## src/rtl/int2float_pkg.sv

```systemverilog
// Shared definitions for the int2float_pipe converter.
//   exp_w / man_w / bias : field geometry of the IEEE format matching WIDTH
//   s2_rec_t             : normalise -> round/pack stage record, sized for the
//                          widest legal format (binary64); narrower formats
//                          use the low bits of p and mant.
package int2float_pkg;

  localparam int MAX_P_W   = 6;
  localparam int MAX_MAN_W = 52;

  function automatic int exp_w(input int width);
    return (width == 64) ? 11 : 8;
  endfunction

  function automatic int man_w(input int width);
    return width - 1 - exp_w(width);
  endfunction

  function automatic int bias(input int width);
    return (1 << (exp_w(width) - 1)) - 1;
  endfunction

  typedef struct packed {
    logic                 valid;
    logic                 sign;
    logic                 zero;
    logic [MAX_P_W-1:0]   p;
    logic [MAX_MAN_W-1:0] mant;
    logic                 g;
    logic                 s;
  } s2_rec_t;

endpackage

```

## src/rtl/int2float_lod.sv

```systemverilog
// Combinational leading-one detector.
//   mag : unsigned operand
//   p   : index of the highest set bit (0 when mag is 0)
//   rem : mag with that leading one cleared (mag - 2^p)
module int2float_lod
  import int2float_pkg::*;
#(
  parameter int WIDTH = 32,
  localparam int P_W = $clog2(WIDTH)
) (
  input  logic [WIDTH-1:0] mag,
  output logic [P_W-1:0]   p,
  output logic [WIDTH-1:0] rem
);

  always_comb begin
    p = '0;
    for (int i = 0; i < WIDTH; i++) begin
      if (mag[i]) p = P_W'(i);
    end
    rem    = mag;
    rem[p] = 1'b0;
  end

endmodule

```

## src/rtl/int2float_pipe.sv

```systemverilog
// Pipelined integer to IEEE-754 converter, 3-cycle latency, 1 word/cycle.
//   clk, rst_n            : clock, synchronous active-low reset
//   in_valid/in_ready     : input handshake; in_data integer, in_signed mode
//   out_valid/out_ready   : output handshake
//   out_data              : {sign, exponent, mantissa}, WIDTH = 32 or 64 only
//   out_inexact           : result differs from the exact integer value
// Macro INT2FLOAT_RNE_EN selects round-to-nearest-even; without it the
// mantissa is truncated (round toward zero). out_inexact reports G|S in both.
module int2float_pipe
  import int2float_pkg::*;
#(
  parameter int WIDTH = 32
) (
  input  logic             clk,
  input  logic             rst_n,
  input  logic             in_valid,
  output logic             in_ready,
  input  logic [WIDTH-1:0] in_data,
  input  logic             in_signed,
  output logic             out_valid,
  input  logic             out_ready,
  output logic [WIDTH-1:0] out_data,
  output logic             out_inexact
);

  localparam int EXP_W = exp_w(WIDTH);
  localparam int MAN_W = man_w(WIDTH);
  localparam int P_W   = $clog2(WIDTH);
  localparam logic [EXP_W-1:0] BIAS = EXP_W'(bias(WIDTH));

`ifdef INT2FLOAT_RNE_EN
  function automatic logic [MAN_W:0] round_mant(input logic [MAN_W-1:0] mant,
                                                input logic g, input logic s);
    return {1'b0, mant} + {{MAN_W{1'b0}}, g & (s | mant[0])};
  endfunction
`else
  function automatic logic [MAN_W:0] round_mant(input logic [MAN_W-1:0] mant);
    return {1'b0, mant};
  endfunction
`endif

  // Whole pipe freezes while the consumer refuses a result; bubbles stay put.
  logic stall;
  assign stall     = out_valid & ~out_ready;
  assign in_ready  = ~stall;

  // ---- S1: sign / absolute value -> p0 ----
  logic                    vld_p0;
  logic                    sign_p0;
  logic [WIDTH-1:0]        mag_p0;
  logic                    sign_d;

  assign sign_d = in_signed & in_data[WIDTH-1];

  always_ff @(posedge clk) begin
    if (!rst_n) vld_p0 <= 1'b0;
    else if (!stall) vld_p0 <= in_valid;
  end

  // Signed minimum negates to itself, which read unsigned is exactly 2^(WIDTH-1).
  always_ff @(posedge clk) begin
    if (!stall) begin
      sign_p0 <= sign_d;
      mag_p0  <= sign_d ? -in_data : in_data;
    end
  end

  // ---- S2: normalise -> p1 ----
  logic [P_W-1:0]   lod_p;
  logic [WIDTH-1:0] lod_rem;
  logic [WIDTH-1:0] aligned;
  s2_rec_t          rec_d;
  s2_rec_t          s2_p1;

  int2float_lod #(.WIDTH(WIDTH)) u_lod (
    .mag (mag_p0),
    .p   (lod_p),
    .rem (lod_rem)
  );

  // Shift the (cleared) leading one to the MSB; the bits below it are then
  // mantissa, guard and sticky in descending order.
  always_comb begin
    aligned                = lod_rem << (P_W'(WIDTH - 1) - lod_p);
    rec_d                  = '0;
    rec_d.valid            = vld_p0;
    rec_d.sign             = sign_p0;
    rec_d.zero             = (mag_p0 == '0);
    rec_d.p                = MAX_P_W'(lod_p);
    rec_d.mant[MAN_W-1:0]  = aligned[WIDTH-2 -: MAN_W];
    rec_d.g                = aligned[WIDTH-2-MAN_W];
    rec_d.s                = |aligned[WIDTH-3-MAN_W:0];
  end

  always_ff @(posedge clk) begin
    if (!rst_n) s2_p1.valid <= 1'b0;
    else if (!stall) s2_p1 <= rec_d;
  end

  // ---- S3: round / pack -> p2 (output register) ----
  logic [MAN_W:0]   rnd;
  logic [EXP_W-1:0] exp_s3;
  logic [WIDTH-1:0] data_d;
  logic             inexact_d;
  logic             vld_p2;

  always_comb begin
`ifdef INT2FLOAT_RNE_EN
    rnd = round_mant(s2_p1.mant[MAN_W-1:0], s2_p1.g, s2_p1.s);
`else
    rnd = round_mant(s2_p1.mant[MAN_W-1:0]);
`endif
    // A carry out of the mantissa leaves it all-zero and bumps the exponent.
    exp_s3    = EXP_W'(s2_p1.p) + BIAS + EXP_W'(rnd[MAN_W]);
    data_d    = {s2_p1.sign, exp_s3, rnd[MAN_W-1:0]};
    inexact_d = s2_p1.g | s2_p1.s;
    if (s2_p1.zero) begin
      data_d    = '0;
      inexact_d = 1'b0;
    end
  end

  always_ff @(posedge clk) begin
    if (!rst_n) begin
      vld_p2      <= 1'b0;
      out_data    <= '0;
      out_inexact <= 1'b0;
    end else if (!stall) begin
      vld_p2      <= s2_p1.valid;
      out_data    <= data_d;
      out_inexact <= inexact_d;
    end
  end

  assign out_valid = vld_p2;

  // Bits that exist only for the widest format or are structurally zero.
  logic unused_bits;
  assign unused_bits = ^{aligned[WIDTH-1], s2_p1.mant, s2_p1.g, s2_p1.s};

endmodule

```

## config.mk

```make
export PLATFORM = sky130hd
export DESIGN_NAME = int2float_pipe
export DESIGN_NICKNAME = d
export VERILOG_FILES = /design/src/rtl/int2float_pkg.sv /design/src/rtl/int2float_lod.sv /design/src/rtl/int2float_pipe.sv
export SDC_FILE = /design/constraint.sdc
export NUM_CORES = 1
export LEC_CHECK = 0
export BUFFER_PORTS_ARGS = -buffer_cell sky130_fd_sc_hd__buf_4
export CAP_MARGIN = 20
export CORE_UTILIZATION = 30
export CTS_CLUSTER_DIAMETER = 40
export DETAILED_ROUTE_END_ITERATION = 10
export PLACE_DENSITY_LB_ADDON = 0.12
export SETUP_SLACK_MARGIN = 0.05
export SYNTH_ARGS = -nofsm -noshare
export SYNTH_HDL_FRONTEND = slang
export SYNTH_SLANG_ARGS = --single-unit
```

## constraint.sdc

```tcl
create_clock -name clk -period 4.3 [get_ports clk]
set_input_delay 0.645 -clock clk [delete_from_list [all_inputs] [get_ports clk]]
set_output_delay 0.645 -clock clk [all_outputs]
set_load 0.02 [all_outputs]
```

* Yosys cells after proc, flatten, opt, wreduce, memory -nomap -nowiden *
Cells that the tools add are included.

word-level totals
  bits in registers = 101
  latch bits = 0
  memory bits (writable) = 0
  ROM bits = 0
  output and inout port bits = 35
  logic and storage cells = 66
  memories = 0

operators by class
  add/sub/neg operators = 3
  $mul = 0
  div/mod/pow operators = 0
  magnitude comparators = 2
  eq/ne operators = 0
  shift-type cells = 1
  mux-type cells = 36
  bitwise gates (word level) = 7
  reductions and logical operators = 4

operators with widths
  cell                                                                number
  two-way mux 5 bit                                                   16
  two-way mux 32 bit                                                  2
  AND 32 bit                                                          1
  logical NOT 32 bit                                                  1
  two-way mux 4 bit                                                   8
  negator 32 bit                                                      1
  NOT 32 bit                                                          1
  << shifter 32 x 5 -> 31 bit                                         1
  two-way mux 3 bit                                                   4
  adder 5 x 7 -> 8 bit (second input constant)                        1
  OR reduction 7 bit                                                  1
  < comparator 5 x 6 -> 1 bit (second input constant)                 1
  demux 1 bit (select 5 bit)                                          1
  greater-or-equal comparator 5 x 1 -> 1 bit (second input constant)  1
  subtractor 5 bit (first input constant)                             1
  two-way mux 2 bit                                                   2
  two-way mux 1 bit                                                   3
  AND 1 bit                                                           2
  NOT 1 bit                                                           2
  AND reduction 2 bit                                                 1
  logical AND 1 bit                                                   1
  OR 1 bit                                                            1

* Longest topological paths before layout *
  depth after elaboration = 39
  gate-level depth with buffers = 15
  mapped depth without buffers = 11

* Hierarchy *
Synthesis repeated with hierarchy kept, for this count alone.

unflattened totals
  cell total of the unflattened synthesis = 645
  area, all modules = 6651.4 um2

modules (own cells, without submodules)
  module          times used  cells each  area each (um2)
  int2float_pipe  1           530         5909.4
  int2float_lod   1           115         742.0

* Worst setup path after synthesis *
No wires, ideal clock.

  path type = input port to flip-flop
  from = in out_ready
  to = reg s2_p1, in the netlist rnd[0] (enable)
  arrival = 3.144 ns
  data required time = 3.908 ns
  slack = 0.764 ns
  stages = 5
  path buffers = 2
  cell sequence = nor2b_1 -> clkbuf_1 -> inv_1 -> clkbuf_1 -> and2_1

between the ends
  longest elaborated chain between the ends = 4

RTL lines
  element                               line                  text
  start, declared                       int2float_pipe.sv:21  input logic out_ready,
  NOT 1 bit                             int2float_pipe.sv:44  assign stall = out_valid & ~out_ready;
  AND 1 bit                             int2float_pipe.sv:44
  NOT 1 bit (no source line)            n/a
  via in_ready                          int2float_pipe.sv:17  output logic in_ready,
  AND reduction 2 bit (no source line)  n/a
  end signal, assigned                  int2float_pipe.sv:97  else if (!stall) s2_p1 <= rec_d;
  end, declared                         int2float_pipe.sv:73  s2_rec_t s2_p1;

The timed path passes the listed nets, and every way through them passes these cells.
A chain may end at the register's enable or synchronous reset.

* Worst setup path in the final report *
  from = reg mag_p0[2]
  to = reg s2_p1, in the netlist rnd[15], data pin

between the ends
  longest elaborated chain between the ends = 37
  elaborated cells on any way between the ends = 39
  those cells by class = 1 x add/sub; 2 x order compare; 1 x shift; 32 x mux; 2 x bitwise; 1 x reduce/logical

RTL lines
  element                                                                                                          line                  text
  start, declared                                                                                                  int2float_pipe.sv:50  logic [WIDTH-1:0] mag_p0;
  start signal, assigned                                                                                           int2float_pipe.sv:64  mag_p0 <= sign_d ? -in_data : in_data;
  two-way mux 2 bit (2 in a row)                                                                                   int2float_lod.sv:19   if (mag[i]) p = P_W'(i);
  two-way mux 3 bit (4 in a row)                                                                                   int2float_lod.sv:19
  two-way mux 4 bit (8 in a row)                                                                                   int2float_lod.sv:19
  two-way mux 5 bit (16 in a row)                                                                                  int2float_lod.sv:19
  < comparator 5 x 6 -> 1 bit (not written as such) or greater-or-equal comparator 5 x 1 -> 1 bit (tied branches)  int2float_lod.sv:22   rem[p] = 1'b0;
  logical AND 1 bit (not written as such)                                                                          int2float_lod.sv:22
  two-way mux 1 bit (not written as such)                                                                          int2float_lod.sv:22
  demux 1 bit (select 5 bit)                                                                                       n/a
  NOT 32 bit (no source line)                                                                                      n/a
  AND 32 bit (no source line)                                                                                      n/a
  << shifter 32 x 5 -> 31 bit *                                                                                    int2float_pipe.sv:84  aligned = lod_rem << (P_W'(WIDTH - 1) - lod_p);
  via aligned[23]                                                                                                  int2float_pipe.sv:71  logic [WIDTH-1:0] aligned;

The timed path passes the listed nets; every way through them passes the cells marked *.

==> reports/metrics.csv <==
metric,value,unit
synth_flop_cell,edfxtp_1,
synth_async_sr_flop_share,0,
insertedDiodeCount,0,
finalWeightedCongestion,0.849,
finalSetupViolCount,0,
synth_nets,690,
timing.setup.tns,0,ps
crit_type,register to register,
final_hold_viol_count,0,
tritoncts.num_buffers,9,
grt_max_degree,43,
dr.pass1.iters,5,
grt_antenna_before_repair,0,
hold_ws,438,ps
cts-root-to-sink-buffers,2,
insertion_delay,350,ps
timing.critical_path.to_type,register,
rows,52,
holdCritPathClass,register to register,
crit_fanout,11,
groute.usage.overall,0.176,
detailroute.via_count,5193,
die-width,147,µm
start_util,0.309,
final_util,0.366,
dieArea,0.0216,mm²
worst_r2r_path_depth,10,
period_share,0.856,
rsz0062_at_grt,false,
wirelength,18.5,mm
grt_pass1_vias,5076,
placement.io_buffers,71,
pnr_worst_setup_slack,618,ps
synthesis.area_per_instance,9.66,µm²
run_status,"finished, final reports clean",
gr-total-overflow,0,
worst_path_largest_cell_delay,520,ps
clock_tree.root_cell,clkbuf_16,
antenna_violating_nets_left,0,
detail_route.wl_per_cell,18.7,µm
htree_num_levels,3,
cts_tree,built,
clock_sinks,101,
core_box_area,0.0204,mm²
number_of_i_o_pins,72,
share_of_the_yosys_chip_area_belonging_to_registers,0.425,
data_required_time_at_the_worst_endpoint,4390,ps
slew_viol_final,0,
ctsHoldBuffers,0,
synth-warning-count,0,
post_cts_buffers,0,
holdPathStages,0,
drc_errors,0,
max_cap_viol_count,0,
place_ws,616,ps
power_per_cell_area,388,mW/mm²
postSynthCellCount,651,
post-dp-hpwl,14.4,mm
post_synth_instance_area,0.00629,mm²
worst_path_cell_chain,"nand2b_1, a221oi_1, o211ai_1, a211oi_4, a21oi_4, inv_2, mux2_2, a311oi_1, nor3_1, or4_1",
worstSetupStartpointType,register,
skew,11.3,ps
max_slew.worst_pin.slew,853,ps
timing.critical_path.arrival,3770,ps
dr.first_iter.drc_count,258,
fmax,272,MHz
edff_count_synth,65,
grt_first_pass_wirelength,29.1,mm
ctsResizeCount,0,
net_count_reported_at_finish,754,
die_h,147,µm
clkTransAtPathRegs,70,ps
worst_slew_margin_rel,0.431,
ir_worst_vdd,144,µV
ys_seq_elements,101,
crit_path_top_delay_cell,a211oi_4,
layout-drive-gt1-share,0.201,
areaGrowthSynthToFinish,18.4,%
vias_per_cell,5.25,
power.static_leakage,2.86,nW
netlist-cell-type-count,75,
min_period,3680,ps
## logic make-up after synthesis
logic type / synth area share
muxes: 0.103
DFF: 0.425
and+or+nand+nor: 0.189
adders and majority gates: 0.00398
buffers and inverters: 0.0418
AOI/OAI and AO/OA: 0.193
xor gates and xnor gates: 0.0446
## layer usage
| layer | global-route usage | routed length (µm) |
|---|---|---|
| met1 | 0.220 | 8260 |
| met3 | 0.0239 | 695 |
| met2 | 0.299 | 9030 |
| met5 | 0 | 0 |
| met4 | 0.0833 | 554 |
## report_power, final
| part | leakage [nW] | internal [mW] | switching [mW] |
|---|---|---|---|
| logic | 1.77 | 0.348 | 0.474 |
| clock network | 0.143 | 0.432 | 0.367 |
| registers | 0.950 | 1.17 | 0.103 |
## through the flow
step,cell area [µm²],power [mW],instances
2_1_floorplan,6290,1.81,651
3_3_place_gp,7160,2.12,974
3_5_place_dp,7160,2.11,974
4_1_cts,7450,2.93,990
5_1_grt,7450,3.05,990
6_report,7450,2.89,990
## area by class of cell
class	instances	area, µm²
well taps	270	338
repair buffers	95	726
multi-input cells	490	3360
inverters	18	70.1
flip-flops and latches	101	2670
clock buffers	12	258
clock inverters	4	28.8
fillers	2070	12900
## registers in the layout, summed over array words and instances, names as in the netlist
name	cells
rnd	23
out_inexact	1
vld_p0	1
s2_p1	10
mag_p0	32
out_data	32
out_valid	1
sign_p0	1
## cells in the final DEF, fill, tap and decap left out, drive strengths merged, types with 5 or more instances in the layout
cell type	n
buf	95
nand2	69
edfxtp	65
nor2	50
mux2i	49
dfxtp	36
a21oi	33
a21boi	30
nor3	27
nand3b	25
o21ai	24
inv	20
xor2	18
mux2	14
xnor2	14
nor2b	12
clkbuf	12
o211ai	10
nor4	10
or4	7
o31ai	7
a22oi	7
nand3	7
o22ai	6
a221oi	5
a31oi	5
a311oi	5
o221ai	5
## critical path, delay by kind of cell, from the launching register on
kind            cells  cell delay, ps
mux                 1             410
simple gates        3             770
compound gates      5            1540
flops               1             450
buf+inv             1             250
## path summary, 6_finish.rpt
check	start	to	slack, ps
min	sign_p0	s2_p1[61]	440
max	mag_p0[2]	rnd[15]	620
min reg2reg	sign_p0	s2_p1[61]	440
max reg2reg	mag_p0[2]	rnd[15]	620
## cells in the mapped netlist (18+ instances only)
| cell type | n | area share |
|---|---|---|
| edfxtp_1 | 65 | 0.31 |
| nand2_1 | 65 | 0.039 |
| mux2i_1 | 49 | 0.078 |
| nor2_1 | 48 | 0.029 |
| dfxtp_1 | 36 | 0.11 |
| a21oi_1 | 32 | 0.025 |
| a21boi_0 | 30 | 0.036 |
| nand3b_1 | 25 | 0.030 |
| nor3_1 | 25 | 0.020 |
| clkbuf_1 | 24 | 0.014 |
| o21ai_0 | 22 | 0.018 |
| xor2_1 | 18 | 0.025 |
No activity file was read; power rests on OpenSTA's default activity.
